### config.mk
export PLATFORM = sky130hd
export DESIGN_NAME = well_renderer
export DESIGN_NICKNAME = d
export VERILOG_FILES = /design/src/rtl/tetris_pkg.sv /design/src/rtl/well_flash_ctrl.sv /design/src/rtl/well_renderer.sv
export SDC_FILE = /design/constraint.sdc
export NUM_CORES = 2
export LEC_CHECK = 0
export ABC_AREA = 1
export CORE_MARGIN = 1
export CORE_UTILIZATION = 30
export DETAILED_ROUTE_END_ITERATION = 8
export PLACE_DENSITY_LB_ADDON = 0.12
export SYNTH_ARGS = -nofsm -noshare
export SYNTH_HDL_FRONTEND = slang
export SYNTH_SLANG_ARGS = --single-unit
### constraint.sdc
create_clock -name clock -period 40.3 [get_ports clock]
set_clock_uncertainty 0.2 [all_clocks]
set_input_delay 4.03 -clock clock [delete_from_list [all_inputs] [get_ports clock]]
set_output_delay 4.03 -clock clock [all_outputs]
set_load 0.01 [all_outputs]
### src/rtl/tetris_pkg.sv
// -----------------------------------------------------------------------------
// tetris_pkg
// Shared types and constants for the Tetris VGA path.
//   color_code_t  : 3-bit board cell code, 0 = empty
//   rgb_t         : 24-bit RGB pixel value
//   PALETTE       : RGB value for each cell code
//   WALL_COLOR    : well walls and floor
//   FLASH_COLOR   : line-clear flash highlight
//   GRID_COLOR    : optional grid lines on empty cells
//   flash_state_t : line-clear flash FSM states
//   region_t      : screen region classified in pipeline stage 1
// -----------------------------------------------------------------------------
package tetris_pkg;

    typedef logic [2:0]  color_code_t;
    typedef logic [23:0] rgb_t;

    localparam rgb_t PALETTE [8] = '{
        24'h000000,   // 0 empty
        24'h00FFFF,   // 1
        24'hFFFF00,   // 2
        24'h800080,   // 3
        24'h00FF00,   // 4
        24'hFF0000,   // 5
        24'h0000FF,   // 6
        24'hFFA500    // 7
    };

    localparam rgb_t WALL_COLOR  = 24'hCCCCCC;
    localparam rgb_t FLASH_COLOR = 24'hFFFFFF;
    localparam rgb_t GRID_COLOR  = 24'h404040;

    typedef enum logic {IDLE, FLASH} flash_state_t;

    typedef enum logic [1:0] {
        REGION_OUTSIDE,
        REGION_WALL,
        REGION_INTERIOR
    } region_t;

endpackage

### src/rtl/well_flash_ctrl.sv
// -----------------------------------------------------------------------------
// well_flash_ctrl
// Line-clear flash sequencer: latches the row to flash and counts frame ticks
// until the flash has run for FLASH_FRAMES frames.
// Ports:
//   clock, reset  : clock, asynchronous active-high reset
//   frame_tick    : one-cycle pulse per frame, advances the flash phase
//   clear_req     : start a flash on clear_row (ignored while flashing)
//   clear_row     : board row to flash (out-of-range rows are ignored)
//   clear_busy    : high while a flash runs
//   clear_done    : one-cycle pulse on the edge the flash ends
//   flash_row     : latched row being flashed
//   flash_white   : flash running and current phase shows the highlight
// -----------------------------------------------------------------------------
module well_flash_ctrl #(
    parameter int WELL_H       = 20,
    parameter int FLASH_FRAMES = 4
) (
    input  logic                      clock,
    input  logic                      reset,
    input  logic                      frame_tick,
    input  logic                      clear_req,
    input  logic [$clog2(WELL_H)-1:0] clear_row,
    output logic                      clear_busy,
    output logic                      clear_done,
    output logic [$clog2(WELL_H)-1:0] flash_row,
    output logic                      flash_white
);
    import tetris_pkg::*;

    localparam int PW = $clog2(FLASH_FRAMES + 1);

    flash_state_t  state;
    logic [PW-1:0] phase;

    always_ff @(posedge clock or posedge reset) begin
        if (reset) begin
            state      <= IDLE;
            phase      <= '0;
            flash_row  <= '0;
            clear_done <= 1'b0;
        end else begin
            clear_done <= 1'b0;
            case (state)
                IDLE: begin
                    // A frame_tick arriving with the request is not counted.
                    if (clear_req && (int'(clear_row) < WELL_H)) begin
                        state     <= FLASH;
                        phase     <= '0;
                        flash_row <= clear_row;
                    end
                end
                FLASH: begin
                    if (frame_tick) begin
                        // The tick that brings phase to FLASH_FRAMES ends the flash.
                        if (phase == PW'(FLASH_FRAMES - 1)) begin
                            state      <= IDLE;
                            phase      <= '0;
                            clear_done <= 1'b1;
                        end else begin
                            phase <= phase + 1'b1;
                        end
                    end
                end
                default: state <= IDLE;
            endcase
        end
    end

    assign clear_busy  = (state == FLASH);
    assign flash_white = (state == FLASH) && !phase[0];

endmodule

### src/rtl/well_renderer.sv
// -----------------------------------------------------------------------------
// well_renderer
// Paints the grey walls/floor of the Tetris well and the locked-piece contents
// from an internal board store, with a line-clear flash on one row.
// Two-stage pipeline, colour valid exactly 2 clocks after col/row; no stalls.
// Optional feature macro: WELL_GRID_LINES_EN draws 404040 grid lines on the
// first column/row of every empty cell.
// Ports:
//   clock, reset           : clock, asynchronous active-high reset
//   col, row               : current pixel position
//   frame_tick             : one-cycle pulse per frame
//   wr_en, wr_x, wr_y,
//   wr_code                : board cell write (out-of-range writes ignored)
//   board_clr              : clear all cells (wins over wr_en)
//   clear_req, clear_row   : start a line-clear flash on a board row
//   clear_busy, clear_done : flash in progress / end-of-flash pulse
//   color                  : RGB for the pixel presented 2 cycles earlier
// -----------------------------------------------------------------------------
module well_renderer #(
    parameter int BLOCK_SIZE   = 20,
    parameter int WELL_W       = 10,
    parameter int WELL_H       = 20,
    parameter int OFF_COL      = 100,
    parameter int OFF_ROW      = 10,
    parameter int FLASH_FRAMES = 4
) (
    input  logic                      clock,
    input  logic                      reset,
    input  logic [10:0]               col,
    input  logic [10:0]               row,
    input  logic                      frame_tick,
    input  logic                      wr_en,
    input  logic [$clog2(WELL_W)-1:0] wr_x,
    input  logic [$clog2(WELL_H)-1:0] wr_y,
    input  logic [2:0]                wr_code,
    input  logic                      board_clr,
    input  logic                      clear_req,
    input  logic [$clog2(WELL_H)-1:0] clear_row,
    output logic                      clear_busy,
    output logic                      clear_done,
    output logic [23:0]               color
);
    import tetris_pkg::*;

    localparam int XW = $clog2(WELL_W);
    localparam int YW = $clog2(WELL_H);
    localparam int B  = BLOCK_SIZE;

    localparam logic [10:0] WALL_LEFT  = 11'(OFF_COL);
    localparam logic [10:0] INT_LEFT   = 11'(OFF_COL + B);
    localparam logic [10:0] INT_RIGHT  = 11'(OFF_COL + B * (WELL_W + 1) - 1);
    localparam logic [10:0] WALL_RIGHT = 11'(OFF_COL + B * (WELL_W + 2) - 1);
    localparam logic [10:0] WELL_TOP   = 11'(OFF_ROW);
    localparam logic [10:0] WELL_BOT   = 11'(OFF_ROW + B * WELL_H - 1);
    localparam logic [10:0] FLOOR_BOT  = 11'(OFF_ROW + B * (WELL_H + 1) - 1);
    localparam logic [10:0] BLK        = 11'(B);

    // ---------------- Stage 1: region and block coordinates ----------------
    region_t     region_d, region_q;
    logic [10:0] dx, dy;
    logic [XW-1:0] blk_x_q;
    logic [YW-1:0] blk_y_q;
    logic        in_frame_cols, in_int_cols, in_well_rows, in_floor_rows;

    assign dx = col - INT_LEFT;
    assign dy = row - WELL_TOP;

    assign in_frame_cols = (col >= WALL_LEFT) && (col <= WALL_RIGHT);
    assign in_int_cols   = (col >= INT_LEFT)  && (col <= INT_RIGHT);
    assign in_well_rows  = (row >= WELL_TOP)  && (row <= WELL_BOT);
    assign in_floor_rows = (row >  WELL_BOT)  && (row <= FLOOR_BOT);

    // NOTE: every variable assigned in always_comb gets a default first, so no
    // path leaves it unassigned and no latch is inferred.
    always_comb begin
        region_d = REGION_OUTSIDE;
        if (in_well_rows && in_int_cols)
            region_d = REGION_INTERIOR;
        else if ((in_well_rows || in_floor_rows) && in_frame_cols)
            region_d = REGION_WALL;
    end

`ifdef WELL_GRID_LINES_EN
    logic grid_q;
`endif

    // NOTE: sequential state uses non-blocking assignments so every register
    // samples its inputs from before the edge, independent of block order.
    always_ff @(posedge clock or posedge reset) begin
        if (reset) begin
            region_q <= REGION_OUTSIDE;
            blk_x_q  <= '0;
            blk_y_q  <= '0;
`ifdef WELL_GRID_LINES_EN
            grid_q   <= 1'b0;
`endif
        end else begin
            region_q <= region_d;
            blk_x_q  <= XW'(dx / BLK);
            blk_y_q  <= YW'(dy / BLK);
`ifdef WELL_GRID_LINES_EN
            grid_q   <= ((dx % BLK) == '0) || ((dy % BLK) == '0);
`endif
        end
    end

    // ---------------- Board store ----------------
    color_code_t board [WELL_H][WELL_W];

    // NOTE: the board is a small flop array, not a RAM macro, so it is reset;
    // an empty well after reset is part of the block's defined behaviour.
    always_ff @(posedge clock or posedge reset) begin
        if (reset) begin
            board <= '{default: '0};
        end else if (board_clr) begin
            board <= '{default: '0};
        end else if (wr_en && (int'(wr_x) < WELL_W) && (int'(wr_y) < WELL_H)) begin
            board[wr_y][wr_x] <= wr_code;
        end
    end

    // ---------------- Flash controller ----------------
    logic [YW-1:0] flash_row;
    logic          flash_white;

    well_flash_ctrl #(
        .WELL_H       (WELL_H),
        .FLASH_FRAMES (FLASH_FRAMES)
    ) u_flash (
        .clock       (clock),
        .reset       (reset),
        .frame_tick  (frame_tick),
        .clear_req   (clear_req),
        .clear_row   (clear_row),
        .clear_busy  (clear_busy),
        .clear_done  (clear_done),
        .flash_row   (flash_row),
        .flash_white (flash_white)
    );

    // ---------------- Stage 2: board read, palette, flash ----------------
    // The board is read before this edge's write lands, so a same-cycle write
    // shows up one pixel later.
    color_code_t cell_code;
    rgb_t        color_d;

    always_comb begin
        cell_code = '0;
        if (region_q == REGION_INTERIOR)
            cell_code = board[blk_y_q][blk_x_q];
    end

    always_comb begin
        color_d = '0;
        case (region_q)
            REGION_WALL: color_d = WALL_COLOR;
            REGION_INTERIOR: begin
                if (flash_white && (blk_y_q == flash_row))
                    color_d = FLASH_COLOR;
`ifdef WELL_GRID_LINES_EN
                else if (grid_q && (cell_code == '0))
                    color_d = GRID_COLOR;
`endif
                else
                    color_d = PALETTE[cell_code];
            end
            default: color_d = '0;
        endcase
    end

    always_ff @(posedge clock or posedge reset) begin
        if (reset) color <= '0;
        else       color <= color_d;
    end

endmodule

* Word-level counts from Yosys, hierarchy flattened
Memories as Yosys holds them, arrays and structs flattened. Index checks and enable logic that the tools add are counted.
Word-level totals: word-level logic and storage cells 293, ROM bits 192, bits in registers 645, bits of input ports 45, memories kept 1, output and inout port bits 26, memory bits (writable) 0, bits in latches 0
Operators by class: multiply operators 0, shift operators 0, bitwise logic cells 6, add/subtract/negate cells 3, order comparisons 18, mux-type cells 31, divide/modulo/power cells 2, eq/ne operators 6, reductions and logical operators 18
Memory list:
- (name not given) | words 8, width 24, read ports 1, clocked after Yosys merged registers in 0, write ports 0, RTL line well_renderer.sv:165 | color_d = PALETTE[cell_code];
Operators by type and width (number):
- 2-to-1 mux 600 bit | 2
- bitwise mux 600 bit | 1
- binary-select mux 30 bit (select 5 bit) | 1
- demux 30 bit (select 5 bit) | 1
- 2-to-1 mux 30 bit | 3
- 2-to-1 mux 24 bit | 3
- one-hot mux 24 bit (2 select lines) | 1
- less-or-equal comparator 11 x 9 -> 1 bit, second input constant | 4
- divider 11 x 5 -> 11 bit, second input constant | 2
- greater-or-equal comparator 11 x 7 -> 1 bit, second input constant | 2
- 2-to-1 mux 3 bit | 7
- logical AND 1 bit | 13
- binary-select mux 3 bit (select 4 bit) | 1
- demux 3 bit (select 4 bit) | 1
- greater-or-equal comparator 6 bit, second input constant | 2
- NOT 5 -> 6 bit | 2
- greater-or-equal comparator 11 x 4 -> 1 bit, second input constant | 1
- > comparator 11 x 9 -> 1 bit, second input constant | 1
- subtractor 11 x 4 -> 11 bit, second input constant | 1
- subtractor 11 x 7 -> 11 bit, second input constant | 1
- greater-or-equal comparator 5 bit, second input constant | 2
- less-than comparator 5 bit, second input constant | 2
- NOT 4 -> 5 bit | 2
- 2-to-1 mux 1 bit | 7
- other kinds (20) | 21

* Longest topological paths before layout
depth in word-level cells 14, depth in mapped cells 35, depth with buffers taken out 35

* Cells and area by module
Synthesis repeated with hierarchy kept, for this count alone.
Second synthesis, totals: cells, all modules 4113, area total of the unflattened synthesis 31903.1 sq um
By module, submodules not included:
- well_renderer | area each 31421.4 sq um, times used 1, sequential area each 15539.9 sq um, cells each 4059
- well_flash_ctrl | area each 481.7 sq um, times used 1, sequential area each 250.2 sq um, cells each 54

* Least setup slack after synthesis
Ideal clock, no wire load.
path type in2reg, start in row[1], end reg blk_y_q[0], data arrival time 6307 ps, stages 34, buffers on the path 0, slack 33677 ps, data required time 39984 ps, library setup time 116 ps, path through inv_1 > ha_1 > inv_1 > nand2_2 > nand2_1 > inv_1 > nand2_1 > nand2_1 > nand2_2 > inv_2 > nand2_1 > nand2_1 > inv_2 > nand2_2 > nand2_2 > nand3_4 > nand2_2 > nand2_4 > nand2_1 > nand2_2 > nand2_4 > nand2_4 > nand2_1 > nand2_2 > inv_2 > nand2_2 > nand2_2 > nand2_2 > nand2_1 > nand2_1 > nand3_2 > nand2_1 > nand2_1 > nand2_1
On the way: word-level cells in the longest chain between the ends 2
RTL lines:
- start, declared | RTL line well_renderer.sv:30 | input logic [10:0] row,
- subtractor 11 x 4 -> 11 bit | RTL line well_renderer.sv:66 | assign dy = row - WELL_TOP;
- divider 11 x 5 -> 11 bit | RTL line well_renderer.sv:100 | blk_y_q <= YW'(dy / BLK);
- end signal, assigned | RTL line well_renderer.sv:100
- end, declared | RTL line well_renderer.sv:62 | logic [YW-1:0] blk_y_q;
Every way passes these cells. A chain may end at the register's enable or synchronous reset.

* Worst setup path after layout
start in board_clr, end reg board[580] (netlist bit)
On the way: word-level cells in the longest chain between the ends 1, elaborated cells between the ends (all ways) 2, classes of those cells 1 x mux; 1 x reduce/logical
RTL lines:
- start, declared | RTL line well_renderer.sv:36 | input logic board_clr,
- 2-to-1 mux 600 bit / nonzero test 2 bit (equally long branches)
- end signal, assigned by index | RTL line well_renderer.sv:118 | board[wr_y][wr_x] <= wr_code;
- end, declared | RTL line well_renderer.sv:108 | color_code_t board [WELL_H][WELL_W];
Parallel ways exist; a longest one is shown, timed or not.

==> results.md <==
- Async S/R FF share, synth: 100%
- Cell area after layout: between 0.03 and 0.04 mm²
- Setup Fix Bufs, Post-CTS: 0
- Die height: approximately 330 µm
- Tmin final: around 7500 ps
- PortBufs: 70
- Syn avg cell area: between 7 and 8 µm²
- Place WS: around 32,000 ps
- Nets: about 4,000
- Synth Flop Type: dfrtp_1
- Sequential Power Share: roughly 32%
- 1st-iter DRT viols: around 2,600
- Power per Cell Area: about 56 mW/mm²
- Maximum VDD drop: between 0.03 and 0.04 mV
- RSZ-0062 raised after global routing: no
- Setup violation total in the final timing report: 0
- Total track usage: between 20% and 30%
- Sequential share of the synthesized area: between 40% and 50%
- Final hold slack: 276 ps
- Crit path kind: input port to register
- WL/cell: around 22 µm
- Post-CTS sizing: 0
- Vias in the first global route: roughly 29,000
- EDFF count, synth: 0
- GRT overflow: 0
- Die ar.: 0.108 mm²
- Critical Path Fanout Max: a little under 80
- Antenna violations before repair: 0
- Min-delay worst type: register to register
- Clock Tree Root: clkbuf_16
- Most frequent cells in the layout: o21ai_0 (846), nand2_1 (732), dfrtp_1 (629)
- Status: complete, but fails checks
- Nature of the critical path endpoint: register
- Adder-cell share of the synthesized area: 0.549%
- Number of H-tree levels: 3
- # hold bufs at CTS: 0
- TritonCTS clock tree: done
- Clock sinks: between 600 and 700
- CTS Buf Count: 77
- Starting Density: a little under a third
- PnR worst setup slack: roughly 33,000 ps
- Main combinational cell family by area after synthesis: compound AO/OA/AOI/OAI gates
- Synthesized instance count: about 4,000
- Post-synthesis compound-gate area fraction: between 20% and 30%
- Xor-xnor portion of the synthesized cell area: less than 1%
- Via count: 29,200
- Drt via density: between 5 and 6
- Yosys reg bits: roughly 630
- Worst skew pair latency: between 600 and 700 ps
- Proportion of synthesized area in mux cells: less than 1%
- Synth Warn #: 0
- Net Sw Frac: between 30% and 40%
- Critical path data arrival time: about 7800 ps
- Placed cell areas: roughly 0.034 mm²
- Net Count, Synth: roughly 4,000
- Required time worst endpoint: a little over 40,000 ps
- Least-Margin Pin Slew: 1350 ps
- Residual DRC: 9
- Cell-internal power: between 1000 and 1500 µW
- Synthesis-to-layout area growth: 14.0%
- Final Cycle Share: a little under a fifth
- Max-cap violations: 0
- Largest net degree at the start of global routing: about 140
- Netlist cell types: 51
- Final GP Congestion: 0.832
- Post-Syn Area: ~0.032 mm²
- DRT antenna net count: 0
- Die W: about 330 µm
- DRT Wirelength: roughly 120,000 µm
- Share of synthesized cell area in and, or, nand and nor gates: between 10% and 20%
- Detailed Routing Iterations Pass 1: 7
- Hold Violations, Final: 0
- Io pins: 71
- Core area: 0.105 mm²
- Clock buffer depth: 3
- First-pass GRT wire length: ~180,000 µm
- Leading cell type in the layout, fill and taps excluded: o21ai_0
- Slew Limit Fails: 0
- Failing checks: DRC
- Gate power share: 32.6%
- F_max: ~130 MHz
- Antenna Cells: 0
- Site Rows: 119
- Layout filler cell count: ~11,000
- Detailed placement HPWL: approximately 71,000 µm
- Worst setup SP type: input port
- Max-slew headroom: approximately 10%
- Total net switching power: 802 µW
- Setup TNS: 0 ps
- Clock power share: about 35%
- Share of cells above drive strength 1: 7.12%
- Leak: about 0.015 µW
- Clock-pin slew on the worst setup and hold paths: about 50 ps
-- cell usage after synthesis, types with 6 or more instances --
master,n,share of area (%)
inv_1,267,3.1
dfrtp_1,631,49
ha_1,14,0.55
buf_2,63,0.99
nor3_1,14,0.22
a21oi_1,257,4.0
buf_1,24,0.28
nand3_2,8,0.25
nand2_2,22,0.43
inv_2,16,0.19
nand3_1,188,2.9
nand4_1,124,2.4
nor2_1,337,4.0
nor4_1,6,0.12
xor2_1,8,0.22
o211ai_1,19,0.45
nand2_1,735,8.6
o22ai_1,172,3.4
buf_4,16,0.38
a31oi_1,7,0.14
nand2_4,9,0.32
o21ai_0,846,13
a211oi_1,8,0.19
clkbuf_1,189,2.2
-- routing by layer --
| layer | GRT usage [%] | wire length (µm) | vias to the layer above |
|---|---|---|---|
| met5 | 0 | 0 | - |
| met4 | 6.29 | 3120 | 0 |
| met3 | 3.15 | 6200 | 172 |
| met2 | 34.6 | 53800 | 814 |
| met1 | 32.1 | 57100 | 14500 |
| li1 | - | - | 13700 |
-- logic make-up (layout without fill, tap and decap cells) --
family                   after synthesis  in the layout
flip-flops                           631            631
buffers and inverters                576            561
XOR/XNOR                              12             12
AND/OR/NAND/NOR                     1456           1456
AO/OA/AOI/OAI                       1353           1353
adder cells (fa/ha/maj)               14             14
multiplexers                           2              2
-- per-stage QoR --
step / util [%] / instances / total power, µW
final: 34.5 / 5420 / 2050
after global routing: 34.5 / 5420 / 2150
after CTS: 34.5 / 5420 / 2060
after detailed placement: 32.1 / 5285 / 1330
after global placement: 32.1 / 5285 / 1340
after floorplan: - / 4044 / 1080
-- registers in the layout, indices dropped and copies added (netlist names) --
| signal | flops |
|---|---|
| u_flash.clear_done | 1 |
| region_q | 2 |
| board | 600 |
| blk_y_q | 5 |
| blk_x_q | 4 |
| u_flash.flash_row | 5 |
| color | 10 |
| u_flash.phase | 3 |
| u_flash.clear_busy | 1 |
-- critical path, stage by stage --
cell and delay, ps:
buf_4 470, inv_6 420, nand2_4 910, buf_4 900
buf_4 760, o21ai_0 210
-- final cells by class --
cell class	count	area [µm²]	share of cell area [%]
clock buffers	115	2270	6.25
clock inverters	20	305	0.839
inverters	284	1090	2.99
multi-input cells	2837	13900	38.2
flip-flops and latches	631	15800	43.4
well taps	1391	1740	4.78
repair buffers	142	1260	3.47
-- worst paths after layout --
kind                            slack, ps         end  depth (start not counted)        from
worst max-delay path                32770  board[580]                          6   board_clr
worst min-delay path                  280  board[299]                          2  board[299]
worst max register to register      34330   color[15]                         19  blk_y_q[0]
worst min register to register        280  board[299]                          2  board[299]
max in group asynchronous           33060   color[14]                          5       reset
min in group asynchronous            3790  board[595]                          2       reset
-- power groups by stage --
stage | clock network, µW | logic (µW) | registers, µW
6_report | 726 | 667 | 656
5_1_grt | 763 | 732 | 657
4_1_cts | 741 | 668 | 656
3_5_place_dp | 0 | 666 | 667
3_3_place_gp | 0 | 670 | 667
2_1_floorplan | 0 | 425 | 659
Power figures use the tool's default switching activity.
